==> src/rtl/seg_scan.sv <==
// Four-digit common-anode seven-segment scanner; latches value/blank/dp on load and swaps them in at frame boundaries.
// Outputs registered from next-state, so they track cnt/idx/active in the same cycle; load is always accepted, no backpressure.
module seg_scan #(
  parameter int REFRESH_DIV  = 100000,
  parameter int BLANK_CYCLES = 1000
) (
  input  logic        clk,
  input  logic        reset,
  input  logic        load,
  input  logic [15:0] value,
  input  logic [3:0]  blank,
  input  logic [3:0]  dp_in,
  output logic [6:0]  seg,
  output logic        dp,
  output logic [3:0]  an,
  output logic        frame_tick
);

  localparam int CW = (REFRESH_DIV > 2) ? $clog2(REFRESH_DIV) : 1;

  typedef enum logic {GAP, SHOW} state_t;

  state_t      state, state_nxt;
  logic [CW-1:0] cnt, cnt_nxt;
  logic [1:0]  idx, idx_nxt;
  logic [15:0] pend_val, act_val, act_val_nxt;
  logic [3:0]  pend_blank, act_blank, act_blank_nxt;
  logic [3:0]  pend_dp, act_dp, act_dp_nxt;
  logic        slot_end, frame_nxt;
  logic [6:0]  seg_nxt;
  logic        dp_nxt;
  logic [3:0]  an_nxt;

  function automatic logic [6:0] hex7(input logic [3:0] n);
    case (n)
      4'h0: hex7 = 7'b1000000;
      4'h1: hex7 = 7'b1111001;
      4'h2: hex7 = 7'b0100100;
      4'h3: hex7 = 7'b0110000;
      4'h4: hex7 = 7'b0011001;
      4'h5: hex7 = 7'b0010010;
      4'h6: hex7 = 7'b0000010;
      4'h7: hex7 = 7'b1111000;
      4'h8: hex7 = 7'b0000000;
      4'h9: hex7 = 7'b0010000;
      4'hA: hex7 = 7'b0001000;
      4'hB: hex7 = 7'b0000011;
      4'hC: hex7 = 7'b1000110;
      4'hD: hex7 = 7'b0100001;
      4'hE: hex7 = 7'b0000110;
      default: hex7 = 7'b0001110;
    endcase
  endfunction

  always_comb begin
    slot_end      = (cnt == CW'(REFRESH_DIV - 1));
    cnt_nxt       = slot_end ? '0 : cnt + CW'(1);
    idx_nxt       = slot_end ? idx + 2'd1 : idx;
    frame_nxt     = slot_end && (idx == 2'd3);
    // Active takes the pre-edge pending contents; a coincident load lands next frame.
    act_val_nxt   = frame_nxt ? pend_val   : act_val;
    act_blank_nxt = frame_nxt ? pend_blank : act_blank;
    act_dp_nxt    = frame_nxt ? pend_dp    : act_dp;

    state_nxt = state;
    case (state)
      GAP:     if (cnt_nxt == CW'(BLANK_CYCLES)) state_nxt = SHOW;
      default: if (slot_end) state_nxt = GAP;
    endcase

    an_nxt  = 4'b1111;
    seg_nxt = 7'b1111111;
    dp_nxt  = 1'b1;
    if (state_nxt == SHOW && !act_blank_nxt[idx_nxt]) begin
      an_nxt  = ~(4'b0001 << idx_nxt);
      seg_nxt = hex7(act_val_nxt[{idx_nxt, 2'b00} +: 4]);
      dp_nxt  = ~act_dp_nxt[idx_nxt];
    end
  end

  always_ff @(posedge clk or posedge reset) begin
    if (reset) begin
      state      <= GAP;
      cnt        <= '0;
      idx        <= 2'd0;
      pend_val   <= 16'h0000;
      pend_blank <= 4'b1111;
      pend_dp    <= 4'b0000;
      act_val    <= 16'h0000;
      act_blank  <= 4'b1111;
      act_dp     <= 4'b0000;
      an         <= 4'b1111;
      seg        <= 7'b1111111;
      dp         <= 1'b1;
      frame_tick <= 1'b0;
    end else begin
      state      <= state_nxt;
      cnt        <= cnt_nxt;
      idx        <= idx_nxt;
      act_val    <= act_val_nxt;
      act_blank  <= act_blank_nxt;
      act_dp     <= act_dp_nxt;
      if (load) begin
        pend_val   <= value;
        pend_blank <= blank;
        pend_dp    <= dp_in;
      end
      an         <= an_nxt;
      seg        <= seg_nxt;
      dp         <= dp_nxt;
      frame_tick <= frame_nxt;
    end
  end

endmodule
==> config.mk <==
export PLATFORM = sky130hd
export DESIGN_NAME = seg_scan
export DESIGN_NICKNAME = d
export VERILOG_FILES = /design/src/rtl/seg_scan.sv
export SDC_FILE = /design/constraint.sdc
export NUM_CORES = 1
export LEC_CHECK = 0
export CAP_MARGIN = 25
export CORE_UTILIZATION = 40
export CTS_CLUSTER_DIAMETER = 30
export DETAILED_ROUTE_END_ITERATION = 8
export DONT_BUFFER_PORTS = 1
export GPL_TIMING_DRIVEN = 1
export RECOVER_POWER = 100
export SYNTH_ARGS = -nofsm -noshare
export SYNTH_HDL_FRONTEND = slang
export SYNTH_SLANG_ARGS = --single-unit
==> constraint.sdc <==
create_clock -name clk -period 3.5 [get_ports clk]
set_input_delay 0.525 -clock clk [delete_from_list [all_inputs] [get_ports clk]]
set_output_delay 0.525 -clock clk [all_outputs]
set_load 0.02 [all_outputs]
==> results of run 1 <==
-- worst max-delay path: cells and delay by family (launching register included) --
| kind | cells | cell delay, ns |
|---|---|---|
| AO/OA/AOI/OAI | 3 | 0.49 |
| adder cells (fa/ha/maj) | 1 | 0.23 |
| buffers and inverters | 3 | 0.45 |
| flip-flops | 1 | 0.38 |
| multiplexers | 3 | 0.58 |
| AND/OR/NAND/NOR | 4 | 1.00 |
-- state kept, by name, indices dropped and copies added, names as in the netlist --
| register | flops |
|---|---|
| frame_tick | 1 |
| cnt | 17 |
| pend_val | 16 |
| pend_dp | 4 |
| dp | 1 |
| seg | 7 |
| act_dp | 4 |
| idx | 2 |
| act_blank | 4 |
| pend_blank | 4 |
| act_val | 16 |
| state | 1 |
| an | 4 |
-- synth_stat cells, drive strengths merged --
| cell type | count | share of area |
|---|---|---|
| a211oi | 4 | 0.0075 |
| nor3 | 7 | 0.0087 |
| a22oi | 2 | 0.0037 |
| o221ai | 4 | 0.0087 |
| dfstp | 20 | 0.13 |
| o311ai | 1 | 0.0022 |
| or4b | 2 | 0.0050 |
| xnor2 | 12 | 0.026 |
| xor2 | 6 | 0.013 |
| o21ai | 9 | 0.011 |
| o32a | 1 | 0.0025 |
| o211ai | 6 | 0.011 |
| mux2i | 15 | 0.038 |
| a21o | 1 | 0.0019 |
| nand3 | 15 | 0.019 |
| a2111oi | 2 | 0.0044 |
| o32ai | 1 | 0.0022 |
| inv | 8 | 0.0075 |
| nand4bb | 2 | 0.0056 |
| o22ai | 2 | 0.0031 |
| nand2 | 64 | 0.060 |
| and4 | 2 | 0.0044 |
| nand3b | 3 | 0.0056 |
| o211a | 2 | 0.0050 |
| and2 | 10 | 0.016 |
| or3b | 1 | 0.0022 |
| nor2 | 17 | 0.016 |
| nand2b | 1 | 0.0016 |
| dfrtp | 61 | 0.38 |
| or2 | 1 | 0.0016 |
| ha | 7 | 0.022 |
| o2111a | 1 | 0.0028 |
| nor2b | 3 | 0.0047 |
| nor4 | 5 | 0.012 |
| and3 | 2 | 0.0031 |
| o311a | 1 | 0.0025 |
| clkbuf | 13 | 0.012 |
| mux2 | 36 | 0.10 |
| or3 | 5 | 0.0078 |
| nand4 | 7 | 0.011 |
| a21oi | 6 | 0.0075 |
| buf | 5 | 0.0062 |
| nor4b | 1 | 0.0022 |
| nor3b | 1 | 0.0019 |
-- cell families (layout without fill, tap and decap cells) --
logic type,count (synthesis),in the layout,share of synthesized area
flops,81,81,0.5109
mux,51,51,0.1393
simple gates,149,149,0.1866
compound gates,43,43,0.07632
xor+xnor,18,18,0.03925
buf+inv,26,47,0.02586
fa+ha+maj,7,7,0.02181
-- layer usage --
metal  vias to the layer above  track usage  routed length (µm)
met3                         6      0.03146                 217
met2                        43       0.2586                3834
met1                      1377       0.2513                4189
li1                       1358            -                   -
met4                         0      0.06593                  43
met5                         -            0                   0
-- final cells by class --
| cell class | instances | area share |
|---|---|---|
| tap | 133 | 0.03667 |
| clock inverter | 7 | 0.02344 |
| inverter | 8 | 0.006893 |
| timing repair buffer | 23 | 0.03639 |
| clock buffer | 9 | 0.02730 |
| multi-input combinational | 268 | 0.4172 |
| sequential | 81 | 0.4522 |
-- final timing paths --
path / from / endpoint / slack (ns)
worst min-delay path: dp_in[2] / pend_dp[2] / 0.31
worst max-delay path: cnt[5] / seg[0] / 0.30
worst max register to register: cnt[5] / seg[0] / 0.30
worst min register to register: act_blank[0] / act_blank[0] / 0.46
max in group asynchronous: reset / seg[0] / 0.71
min in group asynchronous: reset / cnt[8] / 1.14
-- metrics by stage --
step	setup slack, ns	hold WS, ns	std cells	power (µW)	util
detailed placement	-0.008613	0.4455	511	1059	0.4388
floorplan	0.02533	0.4293	375	1045	-
CTS	0.02767	0.2554	527	1866	0.4625
finish	0.2965	0.3095	529	1832	0.4643
global placement	0.08346	0.4391	511	1057	0.4388
global route	0.02026	0.2850	529	1909	0.4643
-- power groups by stage --
stage               logic, µW  clock network (µW)  registers [µW]
floorplan                48.7                   0             996
global placement         52.9                   0            1000
detailed placement       54.5                   0            1000
CTS                      54.6                 825             987
global route             59.2                 862             988
finish                   51.9                 797             983
-- timing repair --
action / CTS / global route
gates resized for setup: 1 / 5
pin swaps: 0 / 3
endpoints found under the setup margin: 5 / 9
setup buffers: 0 / 1
==> flow_summary.ini, run 1 <==
[run_status]
outcome = complete, but fails checks
violations = capacitance limit, slew limit

[layout]
finalInstanceArea_um2 = 4538
multiInputGateArea_um2 = 1893
drive_gt1_frac = 0.2121
layout_commonest_cell = nand2_1
seqCellArea_um2 = 2052
layout_common_cells = nand2_1 (64), dfrtp_1 (61), mux2_2 (32)
n_fill_cell = 939
n_antenna_cell = 0
nNetsFinal = 425
syn_to_final_growth_pct = 12.99

[power_and_ir_drop]
ir_drop_uv = 160.0
p_sw_uw = 423.9
p_int_uw = 1408
switching_share = 0.2314
power_frac_comb = 0.028
leakage_uw = 0.001955
p_seq_frac = 0.537
p_clk_frac = 0.435
p_per_area_nw_per_um2 = 403.7

[placed_design]
place_congestion = 0.8155
place_area_um2 = 4289
io_buffers = 0
dp_hpwl_um = 5901

[critical_path]
crit_type = register to register
crit_top_cell = mux2i_1
worstPathCellList = or4b_4 > nor3_2 > nand2_1 > buf_12 > mux2_2 > mux2i_1 > mux2i_1 > buf_4 > inv_1 > ha_1 > nor2_1 > a22oi_1 > o32ai_1 > o21ai_0
worst-path-max-fanout = 23
worst_setup_path_start_kind = register
cp.arrival_ns = 3.48
slowest_stage = or4b_4
required_ns = 3.78
end_kind = register
max_stage_delay_ns = 0.59
r2r.worst_path.cells = 14

[sta]
fin_skew_ns = 0.01532
max_freq_mhz = 312.2
slew_violations = 55
setup_viol = 0
tns_ns = 0
slew_headroom = -0.8908
finalCritPeriodShare = 0.9153
hold_violations = 0
period_needed_ns = 3.203
tightest_slew_ns = 2.836
rsz0062_at_grt = false

[grt]
grt_usage = 0.1736
grt_pass1_vias = 2706
antenna_found_initial = 0
grt_pass1_wl_um = 13770
grt_start_max_net_pins = 55
grt-ovfl-total = 0

[yosys]
ys_seq_area_frac = 0.5109
syn-num-nets = 409
syn_inst = 375
synth_cell_types = 52
yosysWarnings = 0
synth_seq_cells = 81
postSynthAreaPerCell_um2 = 10.71
synthesis.area_um2 = 4016

[die]
num_rows = 36
fp.dieW_um = 102.2
ios = 40
initial_core_util = 0.4109
core_um2 = 9774
die-area_um2 = 10450
die_h_um = 102.2

[clock_network]
root_buffer = clkbuf_8
cts.htree.levels = 3
clk_pin_slew_ns = 0.10
clockBufferDepth = 2
cts_made_buffers = 9
clkLatencyLatePin_ns = 0.36
hold_buffers = 0
tritoncts = built
cts_num_sinks = 81

[drt]
drt_first_pass_iters = 4
routed_via_density = 5.263
drt_iter0_drc = 95
vias = 2784
wl_per_cell_um = 15.66
drc = 0
totalWireLength_um = 8284
ant_nets = 0

[hold_path]
hold_path_depth = 1
hp-class = input pin to register

[job]
drv_cap = 1
Power figures use the tool's default switching activity.
==> run 2: changes to the inputs <==
- SLEW_MARGIN: unset -> 15
- clock period: 3.5 -> 3.7 ns (I/O delays scaled with it)
==> flow_summary.ini, run 2 (synthesis gave the netlist of run 1 again) <==
[layout]
layout_commonest_cell = nand2_1
drive_gt1_frac = 0.1813
layout_common_cells = nand2_1 (63), dfrtp_1 (61), mux2_2 (33)
max_flop_register = cnt
nNetsFinal = 415
multiInputGateArea_um2 = 1868
n_fill_cell = 957
seqCellArea_um2 = 2052
largest_reg_flops = 17
syn_to_final_growth_pct = 9.938
n_antenna_cell = 0
finalInstanceArea_um2 = 4415
top_regs = cnt: 17 flops, act_val: 16 flops, pend_val: 16 flops

[grt]
grt_usage = 0.1774
grt_start_max_net_pins = 45
grt_pass1_vias = 2731
antenna_found_initial = 0
grt-ovfl-total = 0
grt_pass1_wl_um = 13950

[hold_path]
hp-class = input pin to async pin

[sta]
tightest_slew_ns = 2.300
slew_headroom = -0.5331
slew_violations = 45
setup_viol = 0
max_freq_mhz = 296.8
finalCritPeriodShare = 0.9106
rsz0062_at_grt = false
hold_violations = 0
fin_skew_ns = 0.007775
period_needed_ns = 3.369
tns_ns = 0

[die]
ios = 40
fp.dieW_um = 102.2
die-area_um2 = 10450
die_h_um = 102.2
num_rows = 36
core_um2 = 9774
initial_core_util = 0.4109

[power_and_ir_drop]
leakage_uw = 0.001880
p_total_uw = 1699
p_per_area_nw_per_um2 = 384.7
ir_drop_uv = 146.0

[drt]
vias = 2817
drt_iter0_drc = 83
totalWireLength_um = 8338
ant_nets = 0
wl_per_cell_um = 16.07
drc = 0
drt_first_pass_iters = 4
routed_via_density = 5.428

[clock_network]
cts_num_sinks = 81
hold_buffers = 0
clkLatencyLatePin_ns = 0.36
cts-resized-gates = 0
cts.htree.levels = 3
clockBufferDepth = 2
post_cts_buffers = 0
root_buffer = clkbuf_8
tritoncts = built
cts_made_buffers = 9
clk_pin_slew_ns = 0.09

[critical_path]
r2r.worst_path.cells = 13
worst-path-max-fanout = 10
required_ns = 3.97
crit_type = register to register
worst_setup_path_start_kind = register
cp.arrival_ns = 3.64
end_kind = register

[job]
drv_cap = 1

[placed_design]
io_buffers = 0
place_area_um2 = 4228
place_congestion = 0.8201
dp_hpwl_um = 5921

[run_status]
violations = capacitance limit, slew limit
outcome = complete, but fails checks
[run 2: cell types whose count changed in the layout (fill, tap and decap cells not counted), moves of 2 or more]
cell,delta
inv_6,-2
and2_0,+2
and2_1,-2
buf_4,-7
[run 2: worst max-delay path, cell delays in order (launching register included)]
cell and delay (ns):
dfrtp_1 0.49, ha_1 0.21, nand4_1 0.25, nor4_4 0.48, mux2i_1 0.32, inv_2 0.16
mux2i_1 0.16, mux2i_2 0.34, inv_1 0.15, ha_1 0.25, nor2_1 0.11, a22oi_1 0.10
o32ai_1 0.15, o21ai_0 0.11
[run 2: final timing paths]
kind | start | end | slack, ns
worst max-delay path | cnt[0] | seg[0] | 0.33
worst min-delay path | reset | frame_tick | 0.19
worst max register to register | cnt[0] | seg[0] | 0.33
worst min register to register | act_blank[2] | act_blank[2] | 0.46
max in group asynchronous | reset | an[1] | 0.73
min in group clk | value[10] | pend_val[10] | 0.34
[run 2: layer usage]
| layer | track usage | share of wire | up-vias |
|---|---|---|---|
| met4 | 0.07582 | 0.017 | 0 |
| met3 | 0.03283 | 0.037 | 12 |
| met2 | 0.2643 | 0.45 | 51 |
| met5 | 0 | 0 | - |
| li1 | - | - | 1335 |
| met1 | 0.2528 | 0.49 | 1419 |
[run 2: layout make-up]
type,count,share of cell area
sequential,81,0.4647
multi-input combinational,268,0.4231
tap,133,0.03769
clock buffer,9,0.02805
clock inverter,7,0.02125
timing repair buffer,13,0.01814
inverter,8,0.007084
[run 2: through the flow]
stage          std cells  utilization  hold slack [ns]  setup WS [ns]
2_1_floorplan        375            -           0.4293         0.1670
3_3_place_gp         502       0.4297           0.4423         0.2312
3_5_place_dp         503       0.4325           0.4296         0.1105
4_1_cts              519       0.4548          0.03287        0.07171
5_1_grt              519       0.4517           0.2356        0.04355
6_report             519       0.4517           0.1906         0.3308
[run 2: report_power, final]
part           switching (µW)  total, µW  internal (µW)
sequential               18.7        932            913
combinational            23.4       48.8           25.4
clock                     338        718            380
total                     380       1700           1320
==> run 3: changes to the inputs <==
--- a/config.mk
+++ b/config.mk
@@ -8,5 +8,4 @@
 export CAP_MARGIN = 25
 export CORE_UTILIZATION = 40
-export CTS_CLUSTER_DIAMETER = 30
 export DETAILED_ROUTE_END_ITERATION = 8
 export DONT_BUFFER_PORTS = 1
@@ -17,2 +16,3 @@
 export SYNTH_HDL_FRONTEND = slang
 export SYNTH_SLANG_ARGS = --single-unit
+export TNS_END_PERCENT = 100
==> constraint.sdc (replaced) <==
create_clock -name clk -period 3.7 [get_ports clk]
set_input_delay 0 -clock clk [delete_from_list [all_inputs] [get_ports clk]]
set_output_delay 0 -clock clk [all_outputs]
set_load 0.02 [all_outputs]
==> flow_summary.ini, run 3 (synthesis gave the netlist of run 1 again) <==
[placed_design]
io_buffers = 0
dp_hpwl_um = 5829
place_congestion = 0.8196
dp_cells = 499

[drt]
ant_nets = 0
drc = 0
wl_per_cell_um = 15.18
routed_via_density = 5.223
drt_first_pass_iters = 4
totalWireLength_um = 8593
vias = 2956
drt_iter0_drc = 101

[sta]
tns_ns = 0
setup_viol = 0
period_needed_ns = 3.471
slew_headroom = -0.1015
max_freq_mhz = 288.1
finalCritPeriodShare = 0.9381
rsz0062_at_grt = false
hold_violations = 0
slew_violations = 38
fin_skew_ns = 0.007875
tightest_slew_ns = 1.643

[clock_network]
clkLatencyLatePin_ns = 0.35
cts.htree.levels = 3
clockBufferDepth = 2
clk_pin_slew_ns = 0.09
root_buffer = clkbuf_8
cts_num_sinks = 81
tritoncts = built
cts_made_buffers = 9

[grt]
antenna_found_initial = 0
grt_usage = 0.1798
grt_pass1_wl_um = 14360
grt_pass1_vias = 2835
grt-ovfl-total = 0
grt_start_max_net_pins = 46

[power_and_ir_drop]
ir_drop_uv = 158.1
p_total_uw = 1698
leakage_uw = 0.002081
p_per_area_nw_per_um2 = 346.0

[layout]
largest_reg_flops = 17
n_antenna_cell = 0
nNetsFinal = 462
layout_common_cells = nand2_1 (63), dfrtp_1 (61), dlygate4sd3_1 (49)
drive_gt1_frac = 0.1824
stdcell_count = 566
max_flop_register = cnt
layout_commonest_cell = nand2_1
top_regs = cnt: 17 flops, act_val: 16 flops, pend_val: 16 flops
syn_to_final_growth_pct = 22.15
final_util = 0.5019

[hold_path]
worstHoldEndpoint = pend_val[8]
hp-start = load
hold_path_depth = 2
hp-class = input pin to register

[die]
die-area_um2 = 10450
ios = 40
core_um2 = 9774
fp.dieW_um = 102.2
die_h_um = 102.2
num_rows = 36
initial_core_util = 0.4109

[run_status]
outcome = complete, but fails checks
violations = capacitance limit, slew limit

[critical_path]
cp.arrival_ns = 3.76
r2r-end = seg[0]
r2r.worst_path.cells = 12
worstPathCellList = or4b_4 > nor4_4 > mux2i_4 > buf_4 > mux2i_1 > mux2i_2 > inv_1 > ha_1 > nor2_1 > a22oi_1 > o32ai_1 > o21ai_1
rrSetupSlack_ns = 0.23
worst_setup_path_start_kind = register
crit_type = register to register
end_kind = register
required_ns = 3.99
worst-path-max-fanout = 6
max_stage_delay_ns = 0.59
slowest_stage = or4b_4
rr_startpoint = cnt[12]

[job]
drv_cap = 1
## run 3: changes by cell type in the layout (fill, tap and decap cells not counted), moves of 2 or more
cell           before  now
dlygate4sd3_1       0   49
and2_0              6    3
and2_1              4    7
clkbuf_1            4    1
inv_6               1    3
mux2_1              3    1
mux2_2             33   35
mux2i_1            14   12
## run 3: final cells by class
class	count	area [µm²]
flip-flops and latches	81	2052
clock buffers	9	123.9
well taps	133	166.4
fillers	909	4868
inverters	8	31.28
multi-input cells	268	1891
repair buffers	60	566.8
clock inverters	7	75.07
## run 3: layer usage
layer / track usage / vias to the layer above / routed length, µm
met5: 0 / - / 0
met4: 0.05824 / 0 / 55
met3: 0.03488 / 6 / 260
met2: 0.2808 / 50 / 4053
met1: 0.2519 / 1469 / 4225
li1: - / 1431 / -
## run 3: timing repair
action                     4_1_cts  5_1_grt
setup buffers                    0        2
hold buffers                    49        0
pin swaps                        0        1
hold endpoints to repair        60        0
setup endpoints to repair        2        4
resized for setup                3        5
## run 3: power by group
group	switching [µW]	internal, µW
Clock	340	318
Sequential	18.9	913
Combinational	33.1	74.9
## run 3: critical path: cells and delay by family (launching register included)
| family | cells | cell delay (ns) |
|---|---|---|
| simple gates | 3 | 1.08 |
| compound gates | 3 | 0.52 |
| fa+ha+maj | 1 | 0.22 |
| buf+inv | 2 | 0.36 |
| mux | 3 | 0.78 |
| flops | 1 | 0.44 |
## run 3: per-stage QoR
step | setup WS [ns] | instance area, µm² | hold slack, ns
global route | 0.002637 | 4906 | 0.3218
global placement | 0.1557 | 4178 | -0.01356
detailed placement | -0.04919 | 4178 | -0.005041
CTS | 0.09117 | 4877 | 0.1835
finish | 0.2289 | 4906 | 0.3321
floorplan | 0.1670 | 4016 | 0.1517
## run 3: worst max path at each step
| stage | to | slack [ns] | from |
|---|---|---|---|
| floorplan | seg[0] | 0.17 | cnt[5] |
| global placement | seg[0] | 0.16 | cnt[0] |
| detailed placement | seg[0] | -0.05 | cnt[0] |
| CTS | seg[0] | 0.09 | cnt[12] |
| global route | seg[0] | 0.003 | cnt[12] |
| finish | seg[0] | 0.23 | cnt[12] |
